<file path="config.mk">
export PLATFORM = sky130hd
export DESIGN_NAME = comp_seq
export DESIGN_NICKNAME = d
export VERILOG_FILES = /design/src/rtl/comp_seq.sv
export SDC_FILE = /design/constraint.sdc
export NUM_CORES = 1
export LEC_CHECK = 0
export BUFFER_PORTS_ARGS = -buffer_cell sky130_fd_sc_hd__clkbuf_2
export CORE_MARGIN = 4
export CORE_UTILIZATION = 50
export CTS_CLUSTER_SIZE = 12
export DETAILED_ROUTE_END_ITERATION = 10
export PLACE_DENSITY_LB_ADDON = 0.08
export SLEW_MARGIN = 20
export SYNTH_ARGS = -nofsm -noshare
export SYNTH_HDL_FRONTEND = slang
export SYNTH_SLANG_ARGS = --single-unit
</file>
<file path="constraint.sdc">
create_clock -name clk -period 4.55 [get_ports clk]
set_clock_uncertainty 0.1 [all_clocks]
set_input_delay 0.91 -clock clk [delete_from_list [all_inputs] [get_ports clk]]
set_output_delay 0.91 -clock clk [all_outputs]
set_load 0.005 [all_outputs]
</file>
<file path="src/rtl/comp_seq.sv">
// Sequential magnitude comparator: walks the captured operands one 2-bit digit per
// cycle from the most significant end and stops at the first differing digit.
module comp_seq #(
   parameter int WIDTH     = 16,
   parameter int SIGNED_EN = 1
) (
   input  logic             clk,
   input  logic             reset,
   input  logic             start,
   input  logic [WIDTH-1:0] A,
   input  logic [WIDTH-1:0] B,
   input  logic             signed_mode,
   output logic             busy,
   output logic             done,
   output logic             EQ,
   output logic             GT,
   output logic             LT
);

   localparam int DIGITS = WIDTH / 2;
   localparam int IW     = (DIGITS > 1) ? $clog2(DIGITS) : 1;
   localparam logic [IW-1:0] MSB_IDX  = IW'(DIGITS - 1);
   localparam logic [IW-1:0] IDX_ZERO = IW'(0);
   localparam logic [IW-1:0] IDX_ONE  = IW'(1);
   localparam logic          SIGNED_OK = (SIGNED_EN != 0);

   generate
      if ((WIDTH < 2) || ((WIDTH % 2) != 0)) begin : g_bad_width
         $error("comp_seq: WIDTH must be even and >= 2");
      end
   endgenerate

   typedef enum logic [1:0] {
      IDLE = 2'd0,
      RUN  = 2'd1,
      DONE = 2'd2
   } state_t;

   state_t          state_r, state_s;
   logic [WIDTH-1:0] a_r, a_s;
   logic [WIDTH-1:0] b_r, b_s;
   logic             sgn_r, sgn_s;
   logic [IW-1:0]    idx_r, idx_s;
   logic             eq_r, eq_s;
   logic             gt_r, gt_s;
   logic             lt_r, lt_s;
   logic             busy_r, busy_s;
   logic             done_r, done_s;
   logic             flip_s;
   logic [1:0]       digit_a_s;
   logic [1:0]       digit_b_s;

   // Next-state, operand capture and result computation.
   always_comb begin
      state_s = state_r;
      a_s     = a_r;
      b_s     = b_r;
      sgn_s   = sgn_r;
      idx_s   = idx_r;
      eq_s    = eq_r;
      gt_s    = gt_r;
      lt_s    = lt_r;

      // In signed mode the sign bits are inverted so the top digit orders like unsigned.
      flip_s    = sgn_r & (idx_r == MSB_IDX);
      digit_a_s = a_r[{idx_r, 1'b0} +: 2] ^ {flip_s, 1'b0};
      digit_b_s = b_r[{idx_r, 1'b0} +: 2] ^ {flip_s, 1'b0};

      case (state_r)
         IDLE: begin
            if (start) begin
               a_s     = A;
               b_s     = B;
               sgn_s   = signed_mode & SIGNED_OK;
               idx_s   = MSB_IDX;
               state_s = RUN;
            end else begin
               state_s = IDLE;
            end
         end
         RUN: begin
            if (digit_a_s != digit_b_s) begin
               gt_s    = (digit_a_s > digit_b_s);
               lt_s    = (digit_a_s < digit_b_s);
               eq_s    = 1'b0;
               state_s = DONE;
            end else if (idx_r == IDX_ZERO) begin
               eq_s    = 1'b1;
               gt_s    = 1'b0;
               lt_s    = 1'b0;
               state_s = DONE;
            end else begin
               idx_s   = idx_r - IDX_ONE;
               state_s = RUN;
            end
         end
         DONE: begin
            state_s = IDLE;
         end
         default: begin
            state_s = IDLE;
         end
      endcase

      busy_s = (state_s == RUN) || (state_s == DONE);
      done_s = (state_s == DONE);
   end

   // State, operand and output registers with synchronous reset.
   always_ff @(posedge clk) begin
      if (reset) begin
         state_r <= IDLE;
         a_r     <= {WIDTH{1'b0}};
         b_r     <= {WIDTH{1'b0}};
         sgn_r   <= 1'b0;
         idx_r   <= MSB_IDX;
         eq_r    <= 1'b0;
         gt_r    <= 1'b0;
         lt_r    <= 1'b0;
         busy_r  <= 1'b0;
         done_r  <= 1'b0;
      end else begin
         state_r <= state_s;
         a_r     <= a_s;
         b_r     <= b_s;
         sgn_r   <= sgn_s;
         idx_r   <= idx_s;
         eq_r    <= eq_s;
         gt_r    <= gt_s;
         lt_r    <= lt_s;
         busy_r  <= busy_s;
         done_r  <= done_s;
      end
   end

   assign busy = busy_r;
   assign done = done_r;
   assign EQ   = eq_r;
   assign GT   = gt_r;
   assign LT   = lt_r;

endmodule

</file>
-- After elaboration in Yosys (flattened, before gate mapping)
Index checks and enable logic that the tools add are counted.
- magnitude comparators: 2
- shift-type cells: 2
- multipliers: 0
- mux-type cells: 13
- $add $sub $neg: 1
- reductions and logical operators: 8
- eq/ne operators: 8
- divide/modulo/power cells: 0
- bitwise logic cells: 3
- operators with widths (operator ; number):
    indexed part select 16 x 5 -> 2 bit ; 2
    two-way mux 3 bit ; 3
    two-way mux 1 bit ; 6
    inequality test 2 bit (second input constant) ; 3
    case mux 3 bit (2 select lines) ; 1
    equality test 2 x 1 -> 1 bit (second input constant) ; 2
    two-way mux 2 bit ; 2
    case mux 2 bit (2 select lines) ; 1
    AND reduction 2 bit ; 2
    AND reduction 4 bit ; 1
    nonzero test 2 bit ; 2
    XOR 2 bit ; 2
    equality test 3 bit (second input constant) ; 1
    logical NOT 3 bit ; 1
    subtractor 3 x 1 -> 3 bit (second input constant) ; 1
    equality test 2 bit (second input constant) ; 1
    > comparator 2 bit ; 1
    logical NOT 2 bit ; 1
    < comparator 2 bit ; 1
    inequality test 2 bit ; 1
    bitwise AND 1 bit ; 1
    logical OR 1 bit ; 1
- ROM bits: 0
- bits in latches: 0
- bits of input ports: 36
- memory bits (writable): 0
- memories kept: 0
- register bits after elaboration: 43
- output and inout bits: 5
- logic and storage cells: 47

-- Longest topological paths before layout
Gate-level depths: netlist of run 1.
- depth after elaboration: 8
- depth in mapped cells: 11
- mapped depth without buffers: 11

-- Least setup slack after synthesis of run 1
No wires, ideal clock.
- path kind: reg-to-reg
- start: register idx_r[0]
- end: register busy_r, in the netlist busy
- path buffers: 1
- stages on the path, launching flop included: 10
- path slack: 2000 ps
- clock period less this slack: 2550 ps
- setup time: 126 ps
- data arrival time: 2324 ps
- data required time: 4324 ps
- path through: dfxtp_1 -> buf_6 -> mux4_1 -> mux2_2 -> ha_1 -> nand2_1 -> o21ai_0 -> inv_1 -> ha_1 -> nor2_1
- word-level cells in the longest chain between the ends: 8
- elaborated cells between the ends (all ways): 14
- those cells by class: 4 x eq/ne; 2 x shift; 3 x mux; 3 x bitwise; 2 x reduce/logical
- RTL lines (element ; RTL line ; RTL):
    start, declared ; 43 ; logic [IW-1:0] idx_r, idx_s;
    start signal, assigned ; 127 ; idx_r <= idx_s;
    branches (longest 4 deep; another with indexed part select 16 x 5 -> 2 bit) ; - ;
    two-way mux 2 bit (*) ; 82 ; if (digit_a_s != digit_b_s) begin
    case mux 2 bit (2 select lines) (*) ; 69 ; case (state_r)
    named net state_s[1] ; 39 ; state_t state_r, state_s;
    equality test 2 x 1 -> 1 bit / equality test 2 bit (equally long branches) ; 105 ; busy_s = (state_s == RUN) || (state_s == DONE);
    logical OR 1 bit (*) ; 105 ;
    end signal, assigned ; 131 ; busy_r <= busy_s;
    end, declared ; 47 ; logic busy_r, busy_s;
Mark *: on every way through the listed nets, which the timed path passes.
A chain may end at the register's enable or synchronous reset.

-- Worst setup path after layout of run 1
Ends and elaborated chain as after synthesis.

==> impl_metrics.json, run 1 <==
{
  "status": "completed",
  "critPathTopFamily": "flip-flops",
  "p_int_w": 0.000604,
  "grt_pass1_vias": 1373,
  "wl_per_cell_microns": 11.9,
  "drive_above_1_share_pct": 21.5,
  "crit_type": "reg2reg",
  "firstDrtPassIters": 4,
  "cts-root-buf": "clkbuf_8",
  "dieArea_sq_um": 4810,
  "slowest_delay_ns": 0.65,
  "maxCapViolCount": 0,
  "r2r-start": "idx_r[0]",
  "die_h_microns": 69.4,
  "clkPwrFrac_pct": 28.0,
  "cts_tree": "built",
  "grt_pass1_wl_microns": 6100,
  "clockBufferDepth": 2,
  "p_leak_nw": 0.988,
  "route.vias.total": 1502,
  "rsz0062_at_grt": "false",
  "io_pins": 41,
  "core_area_sq_um": 3660,
  "clkTransAtPathRegs_ns": 0.07,
  "cts_resized": 0,
  "postSynthAreaPerCell_sq_um": 8.67,
  "sequentialPowerShare_pct": 52.4,
  "crit_path_max_fanout": 11,
  "post_cts_buffers": 0,
  "hold_ws_ns": 0.356,
  "dpl.hpwl_microns": 2620,
  "slew_violations": 0,
  "cp_slowest_cell": "dfxtp_1",
  "post-route-period-util_pct": 65.0,
  "postRouteAntennaNets": 0,
  "track_usage_pct": 15.4,
  "crit_buf_inv": 1,
  "insertion_delay_ns": 0.28,
  "viasPerCell": 5.02,
  "overflow": 0,
  "reg2reg_slack_ns": 1.59,
  "yosysSeqAreaShare_pct": 45.7,
  "yosysWarnings": 0,
  "holdPathEnd": "a_r[0]",
  "ctsHoldBuffers": 0,
  "gp_congestion": 0.869,
  "cp-end-kind": "flip-flop",
  "worst_slack_ns": 1.59,
  "yosysTopAreaCell": "dfxtp_1",
  "nets": 293,
  "totalWireLength_microns": 3570,
  "start_util_pct": 51.4,
  "dr.first_iter.drc_count": 78,
  "power_w": 0.000829,
  "reg2reg_depth": 10,
  "p_sw_share_pct": 27.2,
  "setup_viol": 0,
  "ys_ff_latch": 43,
  "netlist.area_leader.share_pct": 45.7,
  "core.rowCount": 22,
  "area_growth_pct": 15.8,
  "fillCellCount": 352,
  "maxSlewHeadroom_pct": 41.5,
  "met1_usage_pct": 20.1,
  "busiest_layer": "met2",
  "combPwrFrac_pct": 19.6,
  "hold_viol_final": 0,
  "min_path_type": "reg2reg",
  "die-width_microns": 69.4,
  "antenna_found_initial": 0,
  "diodes": 0,
  "grt_max_degree": 46,
  "arrival_ns": 3.00,
  "max_freq_mhz": 338,
  "finalNonFillerCells": 299,
  "clkSinkCount": 43,
  "period_minus_slack_ns": 2.96,
  "port_buffers": 40,
  "tightestPinTransition_ns": 0.878,
  "crit_path_start_kind": "flip-flop",
  "powerDensity_nw_per_um2": 380,
  "syn-cell-area_sq_um": 1880,
  "min_from": "a_r[0]",
  "worstPathRequired_ns": 4.59,
  "dp_slack_ns": 1.56,
  "worstReg2RegEnd": "busy",
  "synth_cells": 217,
  "crit_chain": "mux4_2 -> xor2_1 -> nand2_1 -> o21ai_0 -> ha_1 -> nand2_1 -> o21ai_0 -> inv_1 -> ha_1 -> nor2_1",
  "fin_setup_tns_ns": 0,
  "switching_power_w": 0.000225,
  "hold_depth": 2,
  "synth.area.top_cells": "dfxtp_1 (46%), nand2_1 (14%), a21oi_1 (10%)",
  "post-place-cells": 292,
  "synth_cell_types": 25,
  "cts_made_buffers": 5,
  "gr-usage-met2_pct": 24.5,
  "peakVddDrop_mv": 0.197,
  "cts_max_level": 2,
  "drc": 0,
  "grt_util_met3_pct": 4.64,
  "syn_nets": 259
}
==> tightest hold or removal path, cell delays in order (launching register included) <==
cell,delay [ns]
dfxtp_1,0.31
nand2_1,0.05
a21oi_1,0.05
==> routing by layer <==
layer	vias up	wire length (microns)	share of wire (%)
li1	797	-	-
met1	677	1730	48
met2	24	1640	46
met3	4	171	4.8
met4	0	24	0.67
met5	-	0	0
==> sequential cells by signal, indices dropped and copies added (netlist names) <==
signal,count
state_r,2
GT,1
b_r,16
busy,1
sgn_r,1
done,1
idx_r,3
a_r,16
LT,1
EQ,1
==> placed cells by master, fill, tap and decap left out, drive strengths merged, types with 2 or more instances in the layout <==
cell type  instances
xor2               2
nor3               2
nor2              12
nor3b              2
nand2             71
clkbuf            46
nor2b              3
a22oi              2
dfxtp             43
mux2i              2
o21ai              3
a21oi             38
inv                4
ha                 6
mux4               8
==> power groups by stage <==
stage	logic, W	clock network, W	registers [W]
global route	0.000186	0.000253	0.000438
floorplan	0.000129	0	0.000431
CTS	0.000164	0.000240	0.000435
detailed placement	0.000164	0	0.000443
finish	0.000162	0.000232	0.000434
global placement	0.000162	0	0.000443
==> per-stage QoR <==
stage	area, sq um	utilization [%]
finish	2180	59.5
global route	2180	59.5
CTS	2180	59.5
detailed placement	2090	57.1
global placement	2090	57.1
floorplan	1880	-
==> cell type report <==
cell class	instances	area [sq um]	share of cell area (%)
well taps	48	60.1	2.76
multi-input cells	156	948	43.5
repair buffers	41	208	9.53
flip-flops and latches	43	861	39.5
inverters	4	15.0	0.689
clock buffers	6	82.6	3.79
clock inverters	1	5.00	0.230
==> logic make-up (layout without fill, tap and decap cells) <==
group,Yosys count,in the layout,share of synthesized area (%)
adder cells (fa/ha/maj),6,6,3.99
flip-flops,43,43,45.7
AND/OR/NAND/NOR,93,93,20.4
buffers and inverters,18,52,4.32
multiplexers,11,11,12.4
XOR/XNOR,2,2,0.931
AO/OA/AOI/OAI,44,44,12.2
==> worst max path at each step <==
stage | endpoint | cells after the start | slack, ns | start
after floorplan | busy | 9 | 2.00 | idx_r[0]
after global routing | busy | 10 | 1.32 | idx_r[0]
final | busy | 10 | 1.59 | idx_r[0]
after CTS | busy | 10 | 1.55 | idx_r[0]
after detailed placement | busy | 10 | 1.56 | idx_r[0]
after global placement | busy | 10 | 1.61 | idx_r[0]
==> cell usage after synthesis <==
cell	number
or2_1	1
nand4_1	1
mux4_2	2
buf_2	5
nor3b_1	1
a22oi_1	2
a2bb2oi_1	1
a21oi_1	38
clkbuf_1	8
buf_6	1
nor2b_1	3
mux2_2	1
xor2_1	2
mux2i_1	2
nor3_2	1
inv_1	4
nand2_1	71
dfxtp_1	43
nor2_1	12
mux4_1	6
nor3_1	1
o21ai_0	3
ha_1	6
nor3b_2	1
nand2b_1	1
No activity file was read; power rests on OpenSTA's default activity.
==> inputs of run 2 (changes only) <==
==> constraint.sdc (replaced) <==
create_clock -name clk -period 3 [get_ports clk]
set_clock_uncertainty 0.1 [all_clocks]
set_input_delay 0.6 -clock clk [delete_from_list [all_inputs] [get_ports clk]]
set_output_delay 0.6 -clock clk [all_outputs]
set_load 0.005 [all_outputs]
==> impl_metrics.json, run 2 (same netlist as run 1, synthesis figures left out) <==
{
  "max_freq_mhz": 367,
  "area_growth_pct": 18.5,
  "min_path_type": "reg2reg",
  "crit_chain": "buf_4 -> mux4_2 -> xor2_1 -> nand2_1 -> o21ai_0 -> ha_1 -> nand2_1 -> o21ai_0 -> inv_1 -> ha_1 -> nor2_1",
  "final_cell_mix": "nand2_1 (71), dfxtp_1 (43), clkbuf_2 (40), a21oi_1 (38), nor2_1 (12)",
  "clkTransAtPathRegs_ns": 0.08,
  "reg2reg_depth": 11,
  "power_w": 0.00137,
  "grt_max_degree": 46,
  "viasPerCell": 5.04,
  "final_common_cell": "nand2_1",
  "worstPathRequired_ns": 3.05,
  "cp-end-kind": "flip-flop",
  "gp_congestion": 0.876,
  "arrival_ns": 2.77,
  "min_from": "b_r[12]",
  "tightestPinTransition_ns": 0.878,
  "cts_made_buffers": 5,
  "post_cts_buffers": 0,
  "port_buffers": 40,
  "dpl.hpwl_microns": 2720,
  "cts_resized": 0,
  "drc": 0,
  "die_h_microns": 69.4,
  "core.rowCount": 22,
  "cts_tree": "built",
  "insertion_delay_ns": 0.29,
  "crit_type": "reg2reg",
  "core_area_sq_um": 3660,
  "period_minus_slack_ns": 2.72,
  "maxSlewHeadroom_pct": 41.4,
  "totalWireLength_microns": 3830,
  "grt_pass1_wl_microns": 6600,
  "slew_violations": 0,
  "critPathTopFamily": "adder cells",
  "setup_viol": 0,
  "firstDrtPassIters": 4,
  "track_usage_pct": 16.7,
  "cts_max_level": 2,
  "status": "completed",
  "maxCapViolCount": 0,
  "powerDensity_nw_per_um2": 616,
  "wl_per_cell_microns": 12.6,
  "crit_path_start_kind": "flip-flop",
  "slowest_delay_ns": 0.52,
  "grt_pass1_vias": 1434,
  "p_leak_nw": 1.02,
  "cts-root-buf": "clkbuf_8",
  "postRouteAntennaNets": 0,
  "dr.first_iter.drc_count": 53,
  "largestRegisters": "a_r: 16 flops, b_r: 16 flops, idx_r: 3 flops",
  "dp_slack_ns": 0.281,
  "drive_above_1_share_pct": 22.4,
  "ctsHoldBuffers": 0,
  "worstReg2RegEnd": "busy",
  "clockBufferDepth": 2,
  "clkSinkCount": 43,
  "holdPathEnd": "b_r[12]",
  "route.vias.total": 1528,
  "cp_slowest_cell": "mux4_2",
  "r2r-start": "idx_r[0]",
  "nets": 296,
  "fin_setup_tns_ns": 0,
  "die-width_microns": 69.4,
  "post-route-period-util_pct": 90.8,
  "crit_buf_inv": 2,
  "hold_depth": 2,
  "rsz0062_at_grt": "false",
  "start_util_pct": 51.4,
  "diodes": 0,
  "reg2reg_slack_ns": 0.28,
  "io_pins": 41,
  "dieArea_sq_um": 4810,
  "peakVddDrop_mv": 0.311,
  "hold_viol_final": 0,
  "overflow": 0,
  "antenna_found_initial": 0,
  "crit_path_max_fanout": 10,
  "worst_slack_ns": 0.275
}
## run 2: final cells by class
class	instances	area, sq um
Tap cell	48	60.1
Sequential cell	43	861
Multi-Input combinational cell	156	946
Clock buffer	6	82.6
Clock inverter	2	35.0
Inverter	4	15.0
Fill cell	359	1430
Timing Repair Buffer	44	230
## run 2: per-layer routing
layer | vias to the layer above | GRT usage, % | part of all wire [%]
met1 | 692 | 22.6 | 46
met5 | - | 0 | 0
met3 | 6 | 3.48 | 4.1
met2 | 29 | 27.1 | 49
li1 | 801 | - | -
met4 | 0 | 4.56 | 1.0
## run 2: per-stage QoR
step           area, sq um  utilization (%)  hold slack (ns)  cells
2_1_floorplan         1880                -            0.332    217
3_3_place_gp          2110             57.7            0.345    295
3_5_place_dp          2110             57.7            0.346    295
4_1_cts               2230             60.9            0.356    303
5_1_grt               2230             60.9            0.373    303
6_report              2230             60.9            0.356    303
## run 2: worst max path at each step
stage | to | slack [ns] | cells after the start | from
after floorplan | busy | 0.45 | 9 | idx_r[0]
after global placement | busy | 0.34 | 11 | idx_r[0]
after detailed placement | busy | 0.28 | 11 | idx_r[0]
after CTS | busy | 0.26 | 11 | idx_r[0]
after global routing | busy | 0.05 | 11 | idx_r[0]
final | busy | 0.28 | 11 | idx_r[0]
## run 2: worst register-to-register path: stages (launching register included)
cell	delay, ns
dfxtp_1	0.35
buf_4	0.20
mux4_2	0.52
xor2_1	0.15
nand2_1	0.07
o21ai_0	0.08
ha_1	0.35
nand2_1	0.11
o21ai_0	0.26
inv_1	0.08
ha_1	0.27
nor2_1	0.04
## run 2: power by group
group	internal (W)	switching, W
registers	0.000622	0.0000300
logic	0.000120	0.000144
clock network	0.000269	0.000187
total	0.00101	0.000362
